===== src/rtl/rans_bit_packer.sv =====
// Packs variable-length rANS renormalisation chunks LSB-first into fixed-width words.
// A flush drains residual bits into one final word tagged with out_last and its bit count.
module rans_bit_packer #(
  parameter int CHUNK_WIDTH     = 16,
  parameter int CHUNK_LEN_WIDTH = 5,
  parameter int WORD_WIDTH      = 32
) (
  input  logic                           clk,
  input  logic                           rst_n,
  input  logic                           in_valid,
  output logic                           in_ready,
  input  logic [CHUNK_WIDTH-1:0]         in_data,
  input  logic [CHUNK_LEN_WIDTH-1:0]     in_len,
  input  logic                           flush,
  output logic                           out_valid,
  input  logic                           out_ready,
  output logic [WORD_WIDTH-1:0]          out_data,
  output logic [$clog2(WORD_WIDTH+1)-1:0] out_nbits,
  output logic                           out_last,
  output logic                           busy
);

  localparam int ACC_W  = WORD_WIDTH + CHUNK_WIDTH;
  localparam int FILL_W = $clog2(ACC_W + 1);
  localparam int NB_W   = $clog2(WORD_WIDTH + 1);
  localparam logic [FILL_W-1:0]          WW_F = FILL_W'(WORD_WIDTH);
  localparam logic [CHUNK_LEN_WIDTH-1:0] CW_L = CHUNK_LEN_WIDTH'(CHUNK_WIDTH);

  typedef enum logic [1:0] {PACK, FLUSH, LAST} state_t;

  state_t                 state_q, state_d;
  logic [ACC_W-1:0]       acc_q, acc_d;
  logic [FILL_W-1:0]      fill_q, fill_d;
  logic                   out_valid_q, out_valid_d;
  logic [WORD_WIDTH-1:0]  out_data_q, out_data_d;
  logic [NB_W-1:0]        out_nbits_q, out_nbits_d;
  logic                   out_last_q, out_last_d;

  logic [CHUNK_LEN_WIDTH-1:0] len_c;
  logic [CHUNK_WIDTH-1:0]     chunk_bits;
  logic                       word_ready;
  logic                       out_free;
  logic                       accept;

  // in_ready depends on registered state only, never on out_ready.
  assign in_ready   = (state_q == PACK) && (fill_q < WW_F);
  assign len_c      = (in_len > CW_L) ? CW_L : in_len;
  assign chunk_bits = in_data & ~({CHUNK_WIDTH{1'b1}} << len_c);
  assign word_ready = (fill_q >= WW_F);
  assign out_free   = !out_valid_q || out_ready;
  assign accept     = in_valid && in_ready;

  always_comb begin
    state_d     = state_q;
    acc_d       = acc_q;
    fill_d      = fill_q;
    out_valid_d = out_valid_q;
    out_data_d  = out_data_q;
    out_nbits_d = out_nbits_q;
    out_last_d  = out_last_q;

    if (out_valid_q && out_ready) begin
      out_valid_d = 1'b0;
    end

    // A full word moves out in PACK and FLUSH alike; fill is always zero in LAST.
    if (word_ready && out_free) begin
      out_data_d  = acc_q[WORD_WIDTH-1:0];
      out_nbits_d = NB_W'(WORD_WIDTH);
      out_last_d  = 1'b0;
      out_valid_d = 1'b1;
      acc_d       = acc_q >> WORD_WIDTH;
      fill_d      = fill_q - WW_F;
    end

    case (state_q)
      PACK: begin
        if (accept) begin
          acc_d  = acc_q | ({{WORD_WIDTH{1'b0}}, chunk_bits} << fill_q);
          fill_d = fill_q + FILL_W'(len_c);
        end
        if (in_ready && flush) begin
          state_d = FLUSH;
        end
      end
      FLUSH: begin
        if (!word_ready && out_free) begin
          out_data_d  = acc_q[WORD_WIDTH-1:0] & ~({WORD_WIDTH{1'b1}} << fill_q);
          out_nbits_d = NB_W'(fill_q);
          out_last_d  = 1'b1;
          out_valid_d = 1'b1;
          acc_d       = '0;
          fill_d      = '0;
          state_d     = LAST;
        end
      end
      LAST: begin
        if (out_valid_q && out_ready) begin
          state_d = PACK;
        end
      end
      default: state_d = PACK;
    endcase
  end

  always_ff @(posedge clk) begin
    if (!rst_n) begin
      state_q     <= PACK;
      acc_q       <= '0;
      fill_q      <= '0;
      out_valid_q <= 1'b0;
      out_data_q  <= '0;
      out_nbits_q <= '0;
      out_last_q  <= 1'b0;
    end else begin
      state_q     <= state_d;
      acc_q       <= acc_d;
      fill_q      <= fill_d;
      out_valid_q <= out_valid_d;
      out_data_q  <= out_data_d;
      out_nbits_q <= out_nbits_d;
      out_last_q  <= out_last_d;
    end
  end

  assign out_valid = out_valid_q;
  assign out_data  = out_data_q;
  assign out_nbits = out_nbits_q;
  assign out_last  = out_last_q;
  assign busy      = (fill_q != '0) || out_valid_q || (state_q != PACK);

endmodule


===== config.mk =====
export PLATFORM = sky130hd
export DESIGN_NAME = rans_bit_packer
export DESIGN_NICKNAME = d
export VERILOG_FILES = /design/src/rtl/rans_bit_packer.sv
export SDC_FILE = /design/constraint.sdc
export NUM_CORES = 1
export LEC_CHECK = 0
export ABC_AREA = 1
export CELL_PAD_IN_SITES_DETAIL_PLACEMENT = 0
export CELL_PAD_IN_SITES_GLOBAL_PLACEMENT = 1
export CORE_ASPECT_RATIO = 0.5
export CORE_UTILIZATION = 39
export DETAILED_ROUTE_END_ITERATION = 8
export PLACE_DENSITY = 0.85
export SLEW_MARGIN = 10
export SYNTH_ARGS = -nofsm -noshare
export SYNTH_HDL_FRONTEND = slang
export SYNTH_SLANG_ARGS = --single-unit

===== constraint.sdc =====
create_clock -name clk -period 2.3 [get_ports clk]
set_input_delay 0.575 -clock clk [delete_from_list [all_inputs] [get_ports clk]]
set_output_delay 0.575 -clock clk [all_outputs]
set_load 0.01 [all_outputs]

# After elaboration in Yosys (flattened, before gate mapping)
# Index checks and enable logic that the tools add are counted.
# word_totals
register_bits,96
input_bits,26
output_inout_bits,42
# classes
n_bitwise,5
n_eq_ne,5
mux,26
n_reduce_logical,15
addsub,2
magnitude_cmp,3
shifts,3
# op_table
operator,count
$mux W48,3
$mux W32,3
$pmux W48 S2,1
$or A48 B48 Y48,1
$shl A16 B6 Y48,1
$mux W6,6
$and A32 B32 Y32,1
$not A32 Y32,1
$shl A32 B6 Y32 const A,1
$and A16 B16 Y16,1
$not A16 Y16,1
$shl A16 B5 Y16 const A,1
$pmux W6 S2,1
$mux W1,7
$add A6 B5 Y6,1
$ge A6 B6 Y1 const B,1
$logic_and A1 B1 Y1,6
$lt A6 B6 Y1 const B,1
$mux W2,3
$pmux W2 S3,1
$reduce_bool A6 Y1,1
$sub A6 B6 Y6 const B,1
$gt A5 B5 Y1 const B,1
$mux W5,1
other kinds (9),13

# Depth between registers and ports, before layout
# logic_depth
depth_word,9
mapped_depth,14

# Least setup slack after synthesis
# OpenSTA, ideal clock, no wires.
# synth_path
path_type,in2reg
startpoint,in in_len[4]
endpoint,reg fill_q[4]
slack_ps,337
setup_time_ps,70
arrival_time_ps,1893
cell_stages,9
path_buffers,1
cell_sequence,buf_6 -> a21oi_1 -> ha_1 -> fa_1 -> nand3_1 -> nand3_1 -> a21oi_1 -> o21ai_0 -> a21oi_1
# synth_between
elab_chain_len,5
# synth_lines
element,line_no,text
start: declaration,13,"input logic [CHUNK_LEN_WIDTH-1:0] in_len,"
$gt A5 B5 Y1,47,assign len_c = (in_len > CW_L) ? CW_L : in_len;
$mux W5 (*),47,
$add A6 B5 Y6 (*),80,fill_d = fill_q + FILL_W'(len_c);
$mux W6 (*),78,if (accept) begin
$pmux W6 S2 (*),76,case (state_q)
end signal: assignment,118,fill_q <= fill_d;
end: declaration,33,"logic [FILL_W-1:0] fill_q, fill_d;"
# Every way passes the cells marked *; elsewhere a longest branch is shown, timed or not.
# A chain may end at the register's enable or synchronous reset.

# Worst setup path after layout
# layout_path
startpoint,in in_len[4]
endpoint,reg acc_q[31]
# layout_between
elab_chain_len,9
# layout_lines
element,line_no,text
$gt A5 B5 Y1,47,
$mux W5 (*),47,
$shl A16 B5 Y16 (*),48,assign chunk_bits = in_data & ~({CHUNK_WIDTH{1'b1}} << len_c);
$not A16 Y16 (*),48,
$and A16 B16 Y16 (*),48,
$shl A16 B6 Y48 (*),79,"acc_d = acc_q | ({{WORD_WIDTH{1'b0}}, chunk_bits} << fill_q);"
$or A48 B48 Y48 (*),79,
$mux W48 (*),78,
$pmux W48 S2 (*),76,
end signal: assignment,109,acc_q <= '0;
end signal: assignment,117,acc_q <= acc_d;
end: declaration,32,"logic [ACC_W-1:0] acc_q, acc_d;"
# Marked as above.

==> impl_metrics.json <==
{
  "fmax_mhz": 449,
  "layout-drive-gt1-share": 0.175,
  "gp_congestion": 0.945,
  "ys_seq_area_frac": 0.282,
  "grt_max_degree": 40,
  "avgViaCountPerCell": 5.76,
  "startpoint_type": "input port",
  "cts_max_level": 3,
  "cp.required_ps": 2590,
  "syn_to_final_growth_pct": 28.5,
  "min_from": "out_data[6]",
  "syn_inst": 1099,
  "drv_slew": 0,
  "dieHeight_microns": 95.5,
  "tightest_slew_ps": 540,
  "finalSetupViolations": 0,
  "rr_worst_depth": 10,
  "p_per_area_nw_per_um2": 609,
  "r2r-start": "fill_q[0]",
  "period_needed_ps": 2230,
  "grt_pass1_vias": 7451,
  "max-cap-violations": 0,
  "grt_overflow": 0,
  "synth_nets": 1130,
  "grt_use_total": 0.309,
  "max_slew_margin": 0.640,
  "cp-endpoint": "acc_q[31]",
  "rrSetupSlack_ps": 150,
  "crit_chain": "clkdlybuf4s50_1 -> buf_12 -> inv_6 -> nand2_2 -> nand4_1 -> nand3_1 -> nand3_1 -> nand3_1 -> buf_4 -> nand4_1 -> a21oi_1",
  "worstHoldPathType": "flip-flop to flip-flop",
  "arrival_ps": 2510,
  "hold_viol": 0,
  "cpMaxStageDelayCell": "clkdlybuf4s50_1",
  "drtPass1Iterations": 8,
  "clockBufferDepth": 2,
  "grt_pass1_wl_mm": 42.2,
  "portBuffers": 67,
  "die_w_microns": 189,
  "vdd.ir_drop.worst_v": 0.000349,
  "post-route-drc-count": 0,
  "clkTransAtPathRegs_ps": 70,
  "io_pins": 68,
  "drtIter0Drc": 858,
  "finalCritPeriodShare": 0.969,
  "syn_area_sq_um": 6820,
  "diodes": 0,
  "rsz0062_at_grt": "yes",
  "num_vias": 8285,
  "yosysWarnings": 0,
  "outcome": "finished, final reports clean",
  "hpwl_mm": 20.4,
  "clock-root-buffer": "clkbuf_16",
  "rr_endpoint": "acc_q[15]",
  "core_sq_um": 16700,
  "ant_nets": 0,
  "antenna_found_initial": 0,
  "synth_seq_cells": 96,
  "rows": 33,
  "startpoint": "in_len[4]",
  "cts_sinks": 96,
  "post_layout_nonfiller_instances": 1438,
  "cts_tree": "done",
  "die_area_sq_um": 18100,
  "nets": 1237,
  "cpMostUsedCell": "nand3_1",
  "cts_made_buffers": 9,
  "endpoint_kind": "flip-flop",
  "wl_mm": 27.8,
  "fin_util": 0.524,
  "finalClockSkew_ps": 10.7,
  "crit_fanout": 9,
  "dp_cells": 1417,
  "clk_latency_ps": 350,
  "max_stage_delay_ps": 500,
  "crit_type": "input port to flip-flop",
  "syn_area_per_cell_sq_um": 6.21,
  "synth.distinct_cells": 43,
  "p_leak_nw": 3.88,
  "initial_core_util": 0.408,
  "wire_per_inst_microns": 19.3
}
-- stage by stage --
step / hold slack (ps) / area (sq um) / worst slack (ps) / TNS [ps] / total power [mW]
2_1_floorplan: 442 / 6820 / 337 / 0 / 2.97
3_3_place_gp: 450 / 8270 / -390 / -11060 / 3.66
3_5_place_dp: 458 / 8270 / -374 / -11450 / 3.68
4_1_cts: 469 / 8590 / 47.1 / 0 / 5.28
5_1_grt: 483 / 8770 / -30.4 / -99.0 / 5.59
6_report: 467 / 8770 / 71.1 / 0 / 5.34
-- layout make-up --
cell class / instances / area (sq um)
repair buffers: 163 / 1510
well taps: 227 / 284
fillers: 1675 / 7960
repair inverters: 1 / 7.51
multi-input cells: 824 / 4310
clock buffers: 11 / 243
clock inverters: 5 / 63.8
flip-flops and latches: 96 / 1920
inverters: 111 / 425
-- critical path: cells and delay by family --
family          cells  cell delay [ps]
simple gates        6              890
buf+inv             4              880
compound gates      1              150
-- worst min-delay path by stage --
stage,to,cells after the start
2_1_floorplan,out_data[20],1
3_3_place_gp,out_nbits[0],2
3_5_place_dp,out_nbits[3],2
4_1_cts,out_data[6],2
5_1_grt,out_nbits[1],2
6_report,out_data[6],2
-- where the power goes --
part / internal, mW / switching [mW]
Sequential: 1.80 / 0.117
Combinational: 0.675 / 1.16
Clock: 0.883 / 0.713
-- cells in the mapped netlist --
library cell	number	area share
or2_0	1	0.00092
nor2_8	2	0.0059
nor3b_1	1	0.0011
buf_2	24	0.018
o31ai_1	1	0.0011
nand2_1	239	0.13
buf_4	6	0.0066
a21boi_0	1	0.0011
ha_1	4	0.0073
o221ai_1	11	0.014
or2_2	7	0.0064
mux2i_1	1	0.0015
nand3_4	1	0.0026
nand2_4	2	0.0033
nor2_2	2	0.0018
buf_6	1	0.0017
o21ai_0	89	0.065
o32ai_1	1	0.0013
inv_1	89	0.049
inv_6	1	0.0013
buf_1	10	0.0055
nor2_1	74	0.041
a32o_1	5	0.0073
a21boi_1	1	0.0011
o21ai_2	1	0.0013
nand2_2	7	0.0064
a21oi_1	90	0.066
o311ai_0	1	0.0013
nand3_1	180	0.13
nand3_2	14	0.021
o211ai_1	6	0.0066
inv_2	21	0.012
clkbuf_1	28	0.015
nor3_1	2	0.0015
o21bai_1	1	0.0011
nor2_4	9	0.015
a21oi_2	1	0.0013
fa_1	1	0.0029
o21a_1	1	0.0011
nand4_1	17	0.016
dfxtp_1	96	0.28
o21ai_1	37	0.027
a221oi_1	12	0.015
-- sequential cells by signal, indices dropped and copies added (netlist names), named ones only --
| register | count |
|---|---|
| out_data | 32 |
| state_q | 2 |
| fill_q | 6 |
| out_nbits | 6 |
| acc_q | 48 |
| out_valid | 1 |
-- per-layer routing --
layer | GRT usage | vias to the layer above | share of wire
met3 | 0.0835 | 37 | 0.12
met5 | 0 | - | 0
li1 | - | 3934 | -
met2 | 0.464 | 433 | 0.41
met4 | 0.0652 | 0 | 0.015
met1 | 0.439 | 3881 | 0.46
-- kinds of logic after synthesis --
family          count (synthesis)  synth area share
compound gates                259             0.213
fa+ha+maj                       5            0.0103
buf+inv                       180             0.109
flops                          96             0.282
mux                             1           0.00147
simple gates                  558             0.385
-- what timing repair did --
item / CTS / global route
resized for setup: 6 / 37
gates cloned: 0 / 2
pin swaps: 0 / 5
hold endpoints to repair: 0 / 0
hold buffers: 0 / 0
buffers inserted: 0 / 3
setup endpoints to repair: 3 / 37
-- layout by cell type, fill, tap and decap left out, types with 2 or more instances in the layout --
cell / Yosys / layout
a21oi_1: 90 / 89
a21oi_2: 1 / 2
a221oi_1: 12 / 12
a32o_1: 5 / 5
buf_12: 0 / 9
buf_4: 6 / 86
clkbuf_16: 0 / 9
clkdlybuf4s50_1: 0 / 64
clkinv_4: 0 / 2
clkinvlp_4: 0 / 3
dfxtp_1: 96 / 96
dlymetal6s2s_1: 0 / 2
ha_1: 4 / 3
inv_1: 89 / 88
inv_2: 21 / 21
inv_6: 1 / 2
nand2_1: 239 / 236
nand2_2: 7 / 10
nand2_4: 2 / 2
nand3_1: 180 / 164
nand3_2: 14 / 30
nand4_1: 17 / 17
nor2_1: 74 / 69
nor2_2: 2 / 3
nor2_4: 9 / 14
nor2_8: 2 / 2
nor3_1: 2 / 2
o211ai_1: 6 / 6
o21ai_0: 89 / 87
o21ai_1: 37 / 37
o21ai_2: 1 / 3
o221ai_1: 11 / 11
or2_2: 7 / 7
Power figures use the tool's default switching activity.
